## src/rtl/video_in_pkg.sv

```systemverilog
// Shared frame/tile geometry, pixel type and clip records for the tile fill path.
// clip_axis() clips one signed tile origin against one frame dimension.
package video_in_pkg;

   localparam int IMG_W   = 640;
   localparam int IMG_H   = 480;
   localparam int TILE    = 32;
   localparam int PIX_W   = 8;
   localparam int TILE_LG = $clog2(TILE);
   localparam int POS_W   = $clog2(IMG_W);
   localparam int FS_AW   = $clog2(IMG_W * IMG_H);
   localparam int CA_W    = 2 * TILE_LG;

   typedef logic [PIX_W-1:0] pix_t;

   typedef enum logic [2:0] {
      IDLE,
      CLIP,
      SCAN,
      WAIT,
      DONE
   } fill_state_e;

   typedef struct packed {
      logic [POS_W-1:0]   pos;
      logic [TILE_LG:0]   len;
      logic [TILE_LG-1:0] dec;
      logic               vis;
   } axis_clip_t;

   typedef struct packed {
      logic [POS_W-1:0]   x_img;
      logic [POS_W-1:0]   y_img;
      logic [TILE_LG:0]   w_img;
      logic [TILE_LG:0]   h_img;
      logic [TILE_LG-1:0] dec_w;
      logic [TILE_LG-1:0] dec_h;
      logic               in_img;
   } clip_t;

   // len/dec/pos are only meaningful when vis is set.
   function automatic axis_clip_t clip_axis(input logic signed [31:0] org, input int lim);
      axis_clip_t a;
      a     = '0;
      a.vis = !((org > lim - 1) || (org + TILE - 1 < 0));
      if (org < 0) begin
         a.len = (TILE_LG+1)'(TILE + org);
         a.dec = TILE_LG'(-org);
      end else if (org > lim - TILE) begin
         a.len = (TILE_LG+1)'(lim - org);
         a.pos = POS_W'(org);
      end else begin
         a.len = (TILE_LG+1)'(TILE);
         a.pos = POS_W'(org);
      end
      return a;
   endfunction

endpackage

```

## src/rtl/tile_clip.sv

```systemverilog
// Combinational clip of a signed tile origin against the frame.
// Each axis clips independently; the tile is in-image only if both axes overlap.
module tile_clip
   import video_in_pkg::*;
(
   input  logic signed [31:0] org_x,
   input  logic signed [31:0] org_y,
   output clip_t              clip
);

   logic signed [31:0] org_a  [2];
   axis_clip_t         axis_a [2];

   assign org_a[0] = org_x;
   assign org_a[1] = org_y;

   genvar gi;
   generate
      for (gi = 0; gi < 2; gi++) begin : g_axis
         localparam int LIM = (gi == 0) ? IMG_W : IMG_H;
         assign axis_a[gi] = clip_axis(org_a[gi], LIM);
      end
   endgenerate

   always_comb begin
      clip        = '0;
      clip.x_img  = axis_a[0].pos;
      clip.y_img  = axis_a[1].pos;
      clip.w_img  = axis_a[0].len;
      clip.h_img  = axis_a[1].len;
      clip.dec_w  = axis_a[0].dec;
      clip.dec_h  = axis_a[1].dec;
      clip.in_img = axis_a[0].vis & axis_a[1].vis;
   end

endmodule

```

## src/rtl/cache_tile_fill.sv

```systemverilog
// Fills one TILE x TILE cache tile from the frame store in raster order,
// reading in-image pixels and writing BG_PIX for pixels outside the frame.
module cache_tile_fill
   import video_in_pkg::*;
#(
   parameter pix_t BG_PIX = '0
) (
   input  logic                clk,
   input  logic                reset,
   input  logic                start,
   input  logic signed [31:0]  tile_x,
   input  logic signed [31:0]  tile_y,
   output logic                busy,
   output logic                done,
   output logic                rd_req,
   output logic [FS_AW-1:0]    rd_addr,
   input  logic                rd_ack,
   input  logic [PIX_W-1:0]    rd_data,
   output logic                cw_en,
   output logic [CA_W-1:0]     cw_addr,
   output logic [PIX_W-1:0]    cw_data
);

   fill_state_e        state_reg, state_next;
   logic signed [31:0] org_x_reg, org_x_next;
   logic signed [31:0] org_y_reg, org_y_next;
   clip_t              clip_reg, clip_next;
   logic [TILE_LG-1:0] row_reg, row_next;
   logic [TILE_LG-1:0] col_reg, col_next;
   logic               busy_reg, busy_next;
   logic               done_reg, done_next;
   logic               rd_req_reg, rd_req_next;
   logic [FS_AW-1:0]   rd_addr_reg, rd_addr_next;
   logic               cw_en_reg, cw_en_next;
   logic [CA_W-1:0]    cw_addr_reg, cw_addr_next;
   pix_t               cw_data_reg, cw_data_next;

   clip_t              clip_w;
   logic [TILE_LG:0]   col_ext, row_ext, dec_w_ext, dec_h_ext;
   logic               col_in, row_in, pix_inside, last_pix;
   logic [FS_AW-1:0]   fs_x, fs_y, fs_addr;
   logic [CA_W-1:0]    pix_idx;

   tile_clip u_tile_clip (
      .org_x (org_x_reg),
      .org_y (org_y_reg),
      .clip  (clip_w)
   );

   assign col_ext    = {1'b0, col_reg};
   assign row_ext    = {1'b0, row_reg};
   assign dec_w_ext  = {1'b0, clip_reg.dec_w};
   assign dec_h_ext  = {1'b0, clip_reg.dec_h};
   assign col_in     = (col_ext >= dec_w_ext) && (col_ext < dec_w_ext + clip_reg.w_img);
   assign row_in     = (row_ext >= dec_h_ext) && (row_ext < dec_h_ext + clip_reg.h_img);
   assign pix_inside = clip_reg.in_img && col_in && row_in;
   assign last_pix   = (&row_reg) && (&col_reg);
   assign pix_idx    = {row_reg, col_reg};

   // Frame coordinates never go negative for an inside pixel, so unsigned math is exact.
   assign fs_x    = FS_AW'(clip_reg.x_img) + FS_AW'(col_reg) - FS_AW'(clip_reg.dec_w);
   assign fs_y    = FS_AW'(clip_reg.y_img) + FS_AW'(row_reg) - FS_AW'(clip_reg.dec_h);
   assign fs_addr = FS_AW'(fs_y * FS_AW'(IMG_W)) + fs_x;

   always_ff @(posedge clk) begin
      if (reset) begin
         state_reg   <= IDLE;
         org_x_reg   <= '0;
         org_y_reg   <= '0;
         clip_reg    <= '0;
         row_reg     <= '0;
         col_reg     <= '0;
         busy_reg    <= 1'b0;
         done_reg    <= 1'b0;
         rd_req_reg  <= 1'b0;
         rd_addr_reg <= '0;
         cw_en_reg   <= 1'b0;
         cw_addr_reg <= '0;
         cw_data_reg <= '0;
      end else begin
         state_reg   <= state_next;
         org_x_reg   <= org_x_next;
         org_y_reg   <= org_y_next;
         clip_reg    <= clip_next;
         row_reg     <= row_next;
         col_reg     <= col_next;
         busy_reg    <= busy_next;
         done_reg    <= done_next;
         rd_req_reg  <= rd_req_next;
         rd_addr_reg <= rd_addr_next;
         cw_en_reg   <= cw_en_next;
         cw_addr_reg <= cw_addr_next;
         cw_data_reg <= cw_data_next;
      end
   end

   always_comb begin
      state_next   = state_reg;
      org_x_next   = org_x_reg;
      org_y_next   = org_y_reg;
      clip_next    = clip_reg;
      row_next     = row_reg;
      col_next     = col_reg;
      busy_next    = busy_reg;
      done_next    = 1'b0;
      rd_req_next  = rd_req_reg;
      rd_addr_next = rd_addr_reg;
      cw_en_next   = 1'b0;
      cw_addr_next = cw_addr_reg;
      cw_data_next = cw_data_reg;

      case (state_reg)
         IDLE: begin
            // The cycle showing the done pulse still refuses a new request.
            if (start && !done_reg) begin
               org_x_next = tile_x;
               org_y_next = tile_y;
               busy_next  = 1'b1;
               state_next = CLIP;
            end
         end
         CLIP: begin
            clip_next  = clip_w;
            row_next   = '0;
            col_next   = '0;
            state_next = SCAN;
         end
         SCAN: begin
            if (pix_inside) begin
               rd_req_next  = 1'b1;
               rd_addr_next = fs_addr;
               state_next   = WAIT;
            end else begin
               cw_en_next   = 1'b1;
               cw_addr_next = pix_idx;
               cw_data_next = BG_PIX;
               col_next     = col_reg + 1'b1;
               if (&col_reg) row_next = row_reg + 1'b1;
               state_next   = last_pix ? DONE : SCAN;
            end
         end
         WAIT: begin
            if (rd_ack) begin
               rd_req_next  = 1'b0;
               cw_en_next   = 1'b1;
               cw_addr_next = pix_idx;
               cw_data_next = rd_data;
               col_next     = col_reg + 1'b1;
               if (&col_reg) row_next = row_reg + 1'b1;
               state_next   = last_pix ? DONE : SCAN;
            end
         end
         DONE: begin
            done_next  = 1'b1;
            busy_next  = 1'b0;
            state_next = IDLE;
         end
         default: state_next = IDLE;
      endcase
   end

   assign busy    = busy_reg;
   assign done    = done_reg;
   assign rd_req  = rd_req_reg;
   assign rd_addr = rd_addr_reg;
   assign cw_en   = cw_en_reg;
   assign cw_addr = cw_addr_reg;
   assign cw_data = cw_data_reg;

endmodule

```

## config.mk

```make
export PLATFORM = sky130hd
export DESIGN_NAME = cache_tile_fill
export DESIGN_NICKNAME = d
export VERILOG_FILES = /design/src/rtl/video_in_pkg.sv /design/src/rtl/tile_clip.sv /design/src/rtl/cache_tile_fill.sv
export SDC_FILE = /design/constraint.sdc
export NUM_CORES = 1
export LEC_CHECK = 0
export BUFFER_PORTS_ARGS = -buffer_cell sky130_fd_sc_hd__buf_2
export CAP_MARGIN = 15
export CORE_AREA = 2 2 167 169
export DETAILED_ROUTE_END_ITERATION = 6
export DIE_AREA = 0 0 169 171
export GPL_ROUTABILITY_DRIVEN = 0
export PLACE_DENSITY_LB_ADDON = 0.12
export SLEW_MARGIN = 30
export SYNTH_ARGS = -nofsm -noshare
export SYNTH_HDL_FRONTEND = slang
export SYNTH_SLANG_ARGS = --single-unit
```

## constraint.sdc

```tcl
create_clock -name clk -period 6.2 [get_ports clk]
set_clock_uncertainty 0.05 [all_clocks]
set_input_delay 1.24 -clock clk [delete_from_list [all_inputs] [get_ports clk]]
set_output_delay 1.24 -clock clk [all_outputs]
set_load 0.01 [all_outputs]
```

Word-level counts from Yosys, hierarchy flattened
Cells that the tools add are included.
{ "totals": {"regBits": 161, "elab_cells": 117} }
{ "classes": {"add_sub_neg": 17, "n_mul": 1, "n_lt_le_gt_ge": 12, "n_eq_ne": 8, "n_mux": 35, "n_bitwise": 1, "reduce_logical": 24} }
{ "ops": {"columns": ["operator", "n"], "rows": [
  ["32-bit by 1-bit < comparator with 1-bit output, second input constant", 4],
  ["32-bit by 7-bit adder with 32-bit output, second input constant", 2],
  ["32-bit by 10-bit > comparator with 1-bit output, second input constant", 2],
  ["32-bit by 11-bit > comparator with 1-bit output, second input constant", 2],
  ["32-bit by 2-bit subtractor with 32-bit output, second input constant", 2],
  ["10-bit two-way mux", 4],
  ["5-bit two-way mux", 7],
  ["5-bit one-hot mux with 3 select lines", 2],
  ["6-bit two-way mux", 4],
  ["11-bit by 5-bit subtractor with 12-bit output", 2],
  ["10-bit by 5-bit adder with 11-bit output", 2],
  ["10-bit one-hot mux with 2 select lines", 1],
  ["19-bit adder", 1],
  ["19-bit by 3-bit multiplier with 12-bit output, second input constant", 1],
  ["8-bit two-way mux", 2],
  ["8-bit one-hot mux with 2 select lines", 1],
  ["5-bit by 6-bit adder with 6-bit output", 2],
  ["5-bit by 6-bit < comparator with 1-bit output", 2],
  ["3-bit two-way mux", 4],
  ["3-bit one-hot mux with 4 select lines", 1],
  ["5-bit by 1-bit adder with 5-bit output, second input constant", 2],
  ["5-bit greater-or-equal comparator", 2],
  ["5-bit negator", 2],
  ["5-bit AND reduction", 2],
  ["17 further kinds", 42]
]} }

Depth between registers and ports, before layout
{ "depth": {"ltp_word": 7, "mapped_depth": 26, "ltp_nobuf": 26} }

Hierarchy
From an unflattened synthesis, not the netlist that was laid out.
{ "unflattened": {"cells_unflattened": 1303, "hier_area_um2": 9838.2} }
{ "by_module_without_submodules": {"columns": ["module", "n_inst", "cells_each", "area_each_um2", "seq_area_each_um2"], "rows": [
  ["cache_tile_fill", 1, 1129, 8824.7, 3223.1],
  ["tile_clip", 1, 174, 1013.5, 0.0]
]} }

Least setup slack after synthesis
Ideal clock, no wire load.
{ "synth_timing": {"path_type": "reg2reg", "from": "reg row_reg[2]", "to": "reg rd_addr_reg[17], in the netlist rd_addr[17]", "arrival_time_ps": 4653, "t_required_ps": 6080, "slack_ps": 1426, "stages_incl_launch_ff": 23, "n_path_buf": 0, "period_less_slack_ps": 4774, "path_cell_list": "dfxtp_1 inv_1 fa_1 inv_1 ha_1 nor2b_1 o21ai_0 a21oi_1 o21ai_0 a21boi_0 o21ai_0 and2_1 xor3_1 ha_1 inv_1 o21bai_1 a21oi_1 xnor2_1 ha_1 inv_1 or4_1 a31o_2 a21oi_1"} }
{ "synth_via": {"elab_chain_cells": 4} }
{ "synth_rtl": {"columns": ["item", "line", "rtl"], "rows": [
  ["start, declared", "cache_tile_fill.sv:28", "logic [TILE_LG-1:0] row_reg, row_next;"],
  ["start signal, assigned", "cache_tile_fill.sv:85", "row_reg <= row_next;"],
  ["10-bit by 5-bit adder with 11-bit output, or another cell as far along", "cache_tile_fill.sv:62", "assign fs_y = FS_AW'(clip_reg.y_img) + FS_AW'(row_reg) - FS_AW'(clip_reg.dec_h);"],
  ["11-bit by 5-bit subtractor with 12-bit output or 1-bit logical AND (tied branches)", "cache_tile_fill.sv:62, cache_tile_fill.sv:55", null],
  ["19-bit by 3-bit multiplier with 12-bit output or 1-bit logical AND (tied branches)", "cache_tile_fill.sv:63, cache_tile_fill.sv:56", null],
  ["19-bit adder or 2-bit AND reduction (tied branches)", null, null],
  ["end signal, assigned", "cache_tile_fill.sv:90", "rd_addr_reg <= rd_addr_next;"],
  ["end, declared", "cache_tile_fill.sv:33", "logic [FS_AW-1:0] rd_addr_reg, rd_addr_next;"]
]} }
Several ways; a longest one is shown, not always the timed one.
A chain may end at the register's enable or synchronous reset.

Worst setup path in the final report
Ends and elaborated chain as after synthesis.

==> results.tsv <==
metric	value	unit
status	finished clean	
layout cells sized above 1	13.0	%
DP Cell Count	1598	
fmax	0.190	GHz
main area contributors after synthesis	dfxtp_1 35%, ha_1 11%, nand2_1 8.4%	
Post-Layout Cell Count	1630	
first-pass GRT wire length	40.0	mm
Net Count, Synth	1355	
storage element area	3220	sq um
Pleak	4.60	nW
post-synthesis sequential element count	161	
shortest period the worst path allows	5.28	ns
ant diodes	0	
detail-routed net length per standard cell	15.0	microns
Total Routing Usage GR	17.2	%
class of the worst hold path	reg2reg	
most frequent CP cell	inv_1	
Pre-Repair DR Iteration Count	5	
CTS Sinks	161	
die height	171	microns
Avg Cell Area, Syn	7.89	sq um
synthesized instance count	1184	
chip width	169	microns
power per standard cell area	282	nW/um^2
die area	28900	sq um
Final #Nets	1442	
mapped cell area	9340	sq um
Clock Latency Late Sink	0.43	ns
area added between synthesis and finish	16.0	%
max reg flops	43	
Final Hold Fails	0	
Register-to-Register Path Depth	22	
CP max stage delay	0.50	ns
Port Buffer Count	116	
Iter 0 DRT Violations	429	
Syn. warnings	0	
CTS tree	built	
maximum root-to-sink buffer count	2	
crit path cell chain	inv_1 > fa_1 > inv_1 > ha_1 > nor2b_1 > o21ai_0 > a21oi_1 > o21ai_0 > a21boi_0 > o21ai_0 > and2_1 > xor3_1 > ha_1 > inv_1 > o21bai_1 > a21oi_1 > xnor2_1 > ha_1 > inv_1 > or4_1 > a31o_2 > a21oi_1	
area occupied by multi-input gates	5560	sq um
Seq/Total Area, Yosys	34.5	%
relative slew slack	41.5	%
Critical-path top delay cell	dfxtp_1	
Max-Cap Viols	0	
setup bufs post-CTS	0	
critical path peak fanout	9	
Max Slew Vio Count	0	
Core Area	27300	sq um
crit path DAT	5.59	ns
final setup vio count	0	
initial core utilization	34.2	%
number of flops mapped to enable cells by yosys	0	
asr flop ratio synth	0	%
hold buffers post-CTS	0	
commonest non-fill, non-tap cell in the layout	nand2_1	
Clock transition at path regs	0.08	ns
largest net degree at the start of global routing	78	
residual DRC count	0	
Congestion Overflow GR	0	
maximum vdd drop	0.157	mV
Root Buffer	clkbuf_16	
via count	8211	
row count	61	
DP HPWL	18.3	mm
share of the synthesized area in the top cell type	34.5	%
initial antenna violation count	1	
Util after Layout	39.7	%
vias per cell	5.04	
Final TNS setup	0	ns
H-tree depth	4	
hold depth	2	
ys flop type	dfxtp_1	
fill cell total of the finished layout	2912	
Worst-Margin Slew	0.877	ns
Resized Gates After CTS	0	
most frequent cells in the layout	210 x nand2_1, 161 x dfxtp_1, 132 x a21oi_1	
vias in the first global route	7862	
Critical Path Source Type	flop	
Synth area leader	dfxtp_1	
Top Ports	117	
Crit path required time	6.52	ns
Tcrit/Tclk final	85.1	%
post-route antenna net violation count	0	
Critical Path End Type	flop	
Hold WS	0.401	ns
RSZ-0062 raised after global routing	no	
WS Path Type	reg2reg	
Num CTS Buffers	17	
Netlist cell types	57	
final wirelength	24.5	mm
==> worst max-delay path: cells and delay by family (launching register included) <==
| kind | cells | cell delay (ns) |
|---|---|---|
| DFF | 1 | 0.50 |
| and+or+nand+nor | 3 | 0.86 |
| xor gates and xnor gates | 2 | 0.45 |
| adders and majority gates | 4 | 1.50 |
| buffers and inverters | 4 | 0.28 |
| AOI/OAI and AO/OA | 9 | 1.59 |
==> metrics by stage <==
step / power (mW) / worst slack [ns] / instance area (sq um)
after floorplan: 1.79 / 1.43 / 9340
after global placement: 1.98 / 1.03 / 10200
after detailed placement: 1.98 / 0.979 / 10200
after CTS: 3.09 / 0.926 / 10800
after global routing: 3.25 / 0.483 / 10800
final: 3.06 / 0.923 / 10800
==> path summary, 6_finish.rpt <==
kind,start,endpoint,slack [ns]
hold / removal,clip_reg[35],clip_reg[35],0.40
setup reg to reg,row_reg[2],rd_addr[17],0.92
hold reg to reg,clip_reg[35],clip_reg[35],0.40
setup / recovery,row_reg[2],rd_addr[17],0.92
==> cells in the mapped netlist (5+ instances only) <==
cell / number
a21oi_1: 132
a22o_1: 8
o21ai_0: 27
o211ai_1: 9
and3_1: 7
nor3_1: 26
nor4_1: 13
nand2b_1: 5
a31oi_1: 10
dfxtp_1: 161
or3_1: 9
inv_1: 93
o21bai_1: 5
nand4_1: 21
a21o_1: 7
mux2i_1: 26
nand2_1: 210
a211oi_1: 10
nor2b_1: 12
xnor2_1: 32
a21boi_0: 5
xor2_1: 13
clkbuf_1: 53
ha_1: 81
nand3_1: 52
or4_1: 8
fa_1: 14
or2_2: 5
nor2_1: 77
==> logic make-up (layout without fill, tap and decap cells) <==
logic type | count (synthesis) | after routing | synth area share, %
buffers and inverters | 150 | 250 | 6.07
AO/OA/AOI/OAI | 249 | 249 | 16.0
flip-flops | 161 | 161 | 34.5
XOR/XNOR | 47 | 47 | 4.71
multiplexers | 26 | 26 | 2.79
adder cells (fa/ha/maj) | 95 | 95 | 13.8
AND/OR/NAND/NOR | 456 | 456 | 22.1
==> area by class of cell <==
| cell class | instances | area share (%) |
|---|---|---|
| flip-flops and latches | 161 | 29.7 |
| well taps | 346 | 4.00 |
| repair buffers | 125 | 6.00 |
| clock buffers | 19 | 4.18 |
| multi-input cells | 873 | 51.4 |
| inverters | 93 | 3.22 |
| clock inverters | 13 | 1.50 |
==> where the power goes <==
| group | leakage [nW] | switching (mW) | internal [mW] |
|---|---|---|---|
| Sequential | 1.31 | 0.0569 | 1.08 |
| Combinational | 2.99 | 0.462 | 0.350 |
| Clock | 0.301 | 0.476 | 0.631 |
==> layer usage <==
layer  GRT usage (%)  part of all wire [%]  vias up
met3            2.71                   3.0       24
met2            28.8                    46      129
met5               0                 0.033        -
met1            23.0                    49     3806
met4            5.13                   1.8        2
li1                -                     -     4250
(Power assumes the default switching activity.)
